$ cat src/rtl/jtag_scan_master.sv
// JTAG scan sequencer: TAP reset, DR/IR scan and idle-run driven from a start/busy/done handshake.
// Define JTAG_SCAN_IDLE_EN to append IDLE_TCKS Run-Test/Idle clocks after every DR/IR scan.
//
// state  | meaning
// IDLE   | waiting for start, TAP parked (TMS held)
// RUN    | clocking the per-command TMS/TDI schedule
// FINISH | done pulse, busy cleared; a new start is accepted here too
module jtag_scan_master #(
  parameter int MAX_LEN   = 64,
  parameter int LEN_W     = 7,
  parameter int CLK_DIV   = 2,
  parameter int IDLE_TCKS = 4
) (
  input  logic               clk,
  input  logic               reset,
  input  logic               start,
  input  logic [1:0]         cmd,
  input  logic [LEN_W-1:0]   len,
  input  logic [MAX_LEN-1:0] tdi_data,
  output logic [MAX_LEN-1:0] tdo_data,
  output logic               busy,
  output logic               done,
  output logic               jtag_tck,
  output logic               jtag_tms,
  output logic               jtag_tdi,
  input  logic               jtag_tdo
);

  localparam logic [1:0] CMD_DR   = 2'b00;
  localparam logic [1:0] CMD_IR   = 2'b01;
  localparam logic [1:0] CMD_RST  = 2'b10;
  localparam logic [1:0] CMD_IDLE = 2'b11;

`ifdef JTAG_SCAN_IDLE_EN
  localparam int EXTRA_TCKS = IDLE_TCKS;
`else
  localparam int EXTRA_TCKS = 0;
`endif

  localparam int PW = $clog2(MAX_LEN + 7 + IDLE_TCKS) + 1;
  localparam int DW = $clog2(CLK_DIV + 1);
  localparam logic [DW-1:0]      DIV_LOAD = DW'(CLK_DIV - 1);
  localparam logic [MAX_LEN-1:0] ONE      = MAX_LEN'(1);
  localparam logic [LEN_W-1:0]   LEN_MAX  = LEN_W'(MAX_LEN);

  typedef enum logic [1:0] {
    S_IDLE   = 2'd0,
    S_RUN    = 2'd1,
    S_FINISH = 2'd2
  } state_t;

  // Period index of the first shift bit: after Select-DR, Capture (DR) or Select-DR, Select-IR, Capture (IR).
  function automatic logic [PW-1:0] shift_first(input logic [1:0] c);
    return (c == CMD_IR) ? PW'(4) : PW'(3);
  endfunction

  function automatic logic in_shift(input logic [1:0] c, input logic [LEN_W-1:0] n,
                                    input logic [PW-1:0] p);
    logic [PW-1:0] s0;
    s0 = shift_first(c);
    return ((c == CMD_DR) || (c == CMD_IR)) && (p >= s0) && (p < s0 + PW'(n));
  endfunction

  function automatic logic [MAX_LEN-1:0] bit_mask(input logic [1:0] c, input logic [PW-1:0] p);
    return ONE << (p - shift_first(c));
  endfunction

  function automatic logic tms_at(input logic [1:0] c, input logic [LEN_W-1:0] n,
                                  input logic [PW-1:0] p);
    logic [PW-1:0] s0;
    logic [PW-1:0] se;
    logic          t;
    s0 = shift_first(c);
    se = s0 + PW'(n);
    t  = 1'b0;
    case (c)
      CMD_RST:  t = (p < PW'(5));
      CMD_IDLE: t = 1'b0;
      default: begin
        if (p < s0)      t = (c == CMD_IR) ? (p < PW'(2)) : (p == '0);
        else if (p < se) t = (p == se - PW'(1));
        else             t = (p == se);
      end
    endcase
    return t;
  endfunction

  function automatic logic tdi_at(input logic [1:0] c, input logic [LEN_W-1:0] n,
                                  input logic [MAX_LEN-1:0] d, input logic [PW-1:0] p);
    return in_shift(c, n, p) && (|(d & bit_mask(c, p)));
  endfunction

  function automatic logic [PW-1:0] k_of(input logic [1:0] c, input logic [LEN_W-1:0] n);
    logic [PW-1:0] k;
    case (c)
      CMD_RST:  k = PW'(6);
      CMD_IDLE: k = PW'(n);
      CMD_DR:   k = PW'(n) + PW'(5 + EXTRA_TCKS);
      default:  k = PW'(n) + PW'(6 + EXTRA_TCKS);
    endcase
    return k;
  endfunction

  state_t             state_q, state_d;
  logic [1:0]         cmd_q;
  logic [LEN_W-1:0]   len_q;
  logic [MAX_LEN-1:0] din_q;
  logic [MAX_LEN-1:0] tdo_q;
  logic [PW-1:0]      k_q;
  logic [PW-1:0]      per_q;
  logic [DW-1:0]      div_q;
  logic               tck_q, tms_q, tdi_q;

  logic [LEN_W-1:0]   len_c;
  logic [PW-1:0]      per_nx;
  logic               zero_len, accept, active, tick, rise, fall;

  always_comb begin
    len_c    = (len > LEN_MAX) ? LEN_MAX : len;
    zero_len = (cmd != CMD_RST) && (len_c == '0);
    accept   = start && (state_q != S_RUN);
    active   = (state_q == S_RUN) && (per_q != k_q);
    tick     = active && (div_q == '0);
    rise     = tick && !tck_q;
    fall     = tick && tck_q;
    per_nx   = per_q + PW'(1);
  end

  always_ff @(posedge clk or posedge reset) begin
    if (reset) state_q <= S_IDLE;
    else       state_q <= state_d;
  end

  always_comb begin
    state_d = state_q;
    case (state_q)
      S_IDLE:   if (accept) state_d = zero_len ? S_FINISH : S_RUN;
      S_RUN:    if (per_q == k_q) state_d = S_FINISH;
      S_FINISH: begin
        if (accept) state_d = zero_len ? S_FINISH : S_RUN;
        else        state_d = S_IDLE;
      end
      default:  state_d = S_IDLE;
    endcase
  end

  // TMS/TDI only move at entry or on a TCK fall, so they are settled a full half-period before each rise.
  always_ff @(posedge clk or posedge reset) begin
    if (reset) begin
      cmd_q <= '0;
      len_q <= '0;
      din_q <= '0;
      tdo_q <= '0;
      k_q   <= '0;
      per_q <= '0;
      div_q <= '0;
      tck_q <= 1'b0;
      tms_q <= 1'b1;
      tdi_q <= 1'b0;
    end else if (accept) begin
      cmd_q <= cmd;
      len_q <= len_c;
      din_q <= tdi_data;
      k_q   <= k_of(cmd, len_c);
      per_q <= '0;
      div_q <= DIV_LOAD;
      tck_q <= 1'b0;
      if (!zero_len) begin
        tms_q <= tms_at(cmd, len_c, '0);
        tdi_q <= tdi_at(cmd, len_c, tdi_data, '0);
      end
      if (((cmd == CMD_DR) || (cmd == CMD_IR)) && !zero_len)
        tdo_q <= tdo_q & ~({MAX_LEN{1'b1}} << len_c);
    end else if (active) begin
      if (tick) begin
        div_q <= DIV_LOAD;
        tck_q <= ~tck_q;
        if (rise && in_shift(cmd_q, len_q, per_q))
          tdo_q <= jtag_tdo ? (tdo_q | bit_mask(cmd_q, per_q))
                            : (tdo_q & ~bit_mask(cmd_q, per_q));
        if (fall) begin
          per_q <= per_nx;
          if (per_nx == k_q) begin
            tms_q <= 1'b0;
            tdi_q <= 1'b0;
          end else begin
            tms_q <= tms_at(cmd_q, len_q, per_nx);
            tdi_q <= tdi_at(cmd_q, len_q, din_q, per_nx);
          end
        end
      end else begin
        div_q <= div_q - DW'(1);
      end
    end
  end

  assign busy     = (state_q == S_RUN);
  assign done     = (state_q == S_FINISH);
  assign jtag_tck = tck_q;
  assign jtag_tms = tms_q;
  assign jtag_tdi = tdi_q;
  assign tdo_data = tdo_q;

endmodule

$ cat config.mk
export PLATFORM = sky130hd
export DESIGN_NAME = jtag_scan_master
export DESIGN_NICKNAME = d
export VERILOG_FILES = /design/src/rtl/jtag_scan_master.sv
export SDC_FILE = /design/constraint.sdc
export NUM_CORES = 1
export LEC_CHECK = 0
export ABC_AREA = 1
export CAP_MARGIN = 10
export CORE_UTILIZATION = 51
export CTS_CLUSTER_SIZE = 30
export DETAILED_ROUTE_END_ITERATION = 16
export GPL_TIMING_DRIVEN = 0
export PLACE_DENSITY = 0.78
export SLEW_MARGIN = 20
export SYNTH_ARGS = -nofsm -noshare
export SYNTH_HDL_FRONTEND = slang
export SYNTH_SLANG_ARGS = --single-unit
$ cat constraint.sdc
create_clock -name clk -period 5.65 [get_ports clk]
set_clock_uncertainty 0.15 [all_clocks]
set_input_delay 1.13 -clock clk [delete_from_list [all_inputs] [get_ports clk]]
set_output_delay 1.13 -clock clk [all_outputs]
set_load 0.02 [all_outputs]
==> results.py, run 1 <==
metrics = {
    "clock_network": {
        "cts_hold_buf": 0,
        "cts.clk_slew.worst_paths_ns": 0.07,
        "cts_max_path_buffers": 2,
        "cts_root_buf": "clkbuf_16",
        "h-tree-depth": 4,
        "post_cts_buffers": 0,
        "clk-insertion-delay-late_ns": 0.44,
        "cts_buffers": 17,
        "cts.repair.resized": 0,
        "clock_sinks": 160,
        "cts_tree": "built",
    },
    "sta": {
        "fmax_mhz": 206,
        "whs_ns": 0.322,
        "setup_viol": 0,
        "worstMarginPinSlew_ns": 0.941,
        "fin_crit_sh": 0.860,
        "rsz0062_at_grt": "no",
        "final-hold-violation-count": 0,
        "maxSlewViolCount": 0,
        "fin_crit_ns": 4.86,
        "max-slew-margin-rel": 0.373,
    },
    "cells_and_area": {
        "nFillCells": 1849,
        "nNetsFinal": 1825,
        "fin_util": 0.640,
        "final_cell_mix": "605 x nand2_1, 159 x dfrtp_1, 145 x clkdlybuf4s50_1",
        "n_antenna_cell": 0,
        "syn_to_final_growth_pct": 23.2,
        "final-instance-count-excl-fill": 1994,
        "layout-drive-gt1-share": 0.0481,
        "design_area_sq_um": 12900,
        "final_common_cell": "nand2_1",
    },
    "synthesis": {
        "async_flop_share": 1.00,
        "synthTopCellsByArea": "dfrtp_1 38%, nand2_1 22%, nand3_1 5.1%, o21ai_0 4.7%, ha_1 4.4%",
        "synth_cell_types": 42,
        "yosysTopAreaCellShare": 0.380,
        "synth_warnings": 0,
        "ys_seq_elements": 160,
        "synth_top_flop_cell": "dfrtp_1",
        "netlist_instances": 1546,
        "avgSynthCellArea_sq_um": 6.78,
        "ys_seq_area_frac": 0.382,
        "synth_top_area_cell": "dfrtp_1",
        "synth-edff-count": 0,
        "syn_area_sq_um": 10500,
        "synth_fp_nets": 1660,
    },
    "floorplan": {
        "core-area_sq_um": 20200,
        "die_area_sq_um": 21100,
        "fp-row-count": 52,
        "chipHeight_um": 145,
        "ios": 146,
        "start_util": 0.520,
        "dieWidth_um": 145,
    },
    "power_and_ir_drop": {
        "ir_drop_uv": 194,
        "power_density_nw_per_um2": 196,
        "fin_total_pwr_mw": 2.53,
        "p_leak_nw": 6.46,
    },
    "routing": {
        "num_vias": 11630,
        "drc": 0,
        "wl_per_cell_um": 20.2,
        "wl_mm": 40.3,
        "drt_iter0_drc": 1135,
        "ant_nets": 0,
        "vias_per_cell": 5.83,
        "dr.pass1.iters": 5,
    },
    "hold_path": {
        "whs_path_depth": 2,
        "hold_class": "reg2reg",
    },
    "worst_setup_path": {
        "r2r-end": "jtag_tms",
        "crit_arrival_ns": 5.08,
        "r2r_slack_ns": 1.05,
        "cp.required_ns": 5.87,
        "path_class": "in2reg",
        "start_kind": "input port",
        "rr_worst_depth": 29,
        "critPathMaxFanout": 10,
        "regToRegStartpoint": "cmd_q[1]",
        "end_kind": "flop",
    },
    "place": {
        "hpwl_mm": 30.8,
        "portBuffers": 145,
        "post_dp_cell_area_sq_um": 12300,
        "gp_congestion": 0.999,
        "dp.cells": 1962,
    },
    "grt": {
        "grt_pass1_wl_mm": 62.2,
        "overflow": 0,
        "grt_antenna_before_repair": 0,
        "grtUsageTotal": 0.386,
        "grt_pass1_vias": 11020,
        "grt_start_max_net_pins": 90,
    },
    "run": {
        "cap_viol_max_count": 0,
    },
    "status": {
        "status": "finished clean",
    },
}
[Yosys cell counts, types with 3 or more instances]
| cell type | number |
|---|---|
| nand3_1 | 106 |
| ha_1 | 37 |
| nand2_1 | 605 |
| a21oi_1 | 37 |
| o22ai_1 | 10 |
| nor2_2 | 4 |
| o21ai_0 | 98 |
| or2_2 | 3 |
| nor4_1 | 4 |
| o211ai_1 | 5 |
| buf_2 | 15 |
| xor2_2 | 5 |
| nand4_1 | 26 |
| buf_1 | 6 |
| nor2_1 | 122 |
| dfrtp_1 | 159 |
| clkbuf_1 | 43 |
| xnor2_1 | 6 |
| a31oi_1 | 34 |
| clkinv_1 | 3 |
| nand2_2 | 4 |
| o21ai_1 | 18 |
| xor2_1 | 20 |
| inv_2 | 11 |
| inv_1 | 104 |
| nor3_1 | 35 |
| a41oi_1 | 5 |
[per-stage QoR]
step                setup WS (ns)  setup TNS, ns
finish                      0.793              0
global route                0.730              0
CTS                         0.996              0
detailed placement          0.561              0
global placement            -2.14        -338.45
floorplan                  0.0517              0
[critical path, stage by stage]
cell	delay (ns)
clkdlybuf4s50_1	0.67
clkbuf_1	0.53
inv_1	0.38
nand2_1	0.25
ha_1	0.30
nand2_1	0.11
nor2_1	0.12
inv_1	0.12
a21oi_1	0.39
inv_1	0.19
o21ai_0	0.56
a21oi_1	0.15
a21oi_1	0.18
[worst max-delay path by stage]
stage                        start        end  slack [ns]
after floorplan              reset  async pin        0.05
after global placement       reset     k_q[7]       -2.14
after detailed placement    len[6]   jtag_tms        0.56
after CTS                   len[6]   jtag_tms         1.0
after global routing      cmd_q[1]   jtag_tms        0.73
final                       len[6]   jtag_tms        0.79
[power breakdown]
part | leakage (nW) | total (mW) | switching (mW) | internal, mW
combinational | 4.01 | 0.180 | 0.107 | 0.0730
clock | 0.293 | 1.20 | 0.598 | 0.602
sequential | 2.16 | 1.15 | 0.00223 | 1.15
[cell families (layout without fill, tap and decap cells)]
| group | after synthesis | count (layout) | share of synthesized area |
|---|---|---|---|
| buffers and inverters | 182 | 360 | 0.0670 |
| DFF | 160 | 160 | 0.382 |
| AOI/OAI and AO/OA | 219 | 219 | 0.117 |
| and+or+nand+nor | 916 | 916 | 0.358 |
| xor gates and xnor gates | 32 | 32 | 0.0321 |
| adders and majority gates | 37 | 37 | 0.0442 |
[metal layers]
layer  vias up  global-route usage  share of wire
met5         -                   0              0
met4         0               0.181          0.045
met3       121              0.0777          0.096
met2       689               0.587           0.44
met1      5452               0.532           0.42
li1       5368                   -              -
[layout make-up]
| cell class | count | area (sq um) | share of cell area |
|---|---|---|---|
| inverters | 118 | 450 | 0.0349 |
| clock inverters | 15 | 183 | 0.0141 |
| clock buffers | 17 | 425 | 0.0329 |
| plain buffers | 64 | 259 | 0.0201 |
| flip-flops and latches | 160 | 4010 | 0.310 |
| repair buffers | 146 | 1480 | 0.115 |
| multi-input cells | 1204 | 5770 | 0.447 |
| well taps | 270 | 338 | 0.0262 |
Note: power is estimated with default switching activity, not from simulation.
==> run 2, diff against run 1 <==
--- a/config.mk
+++ b/config.mk
@@ -6,7 +6,7 @@
 export NUM_CORES = 1
 export LEC_CHECK = 0
 export ABC_AREA = 1
-export CAP_MARGIN = 10
+export CAP_MARGIN = 20
 export CORE_UTILIZATION = 51
 export CTS_CLUSTER_SIZE = 30
 export DETAILED_ROUTE_END_ITERATION = 16
==> results of run 2 <==
The final DEF is identical to that of run 1; final timing and power are the same.
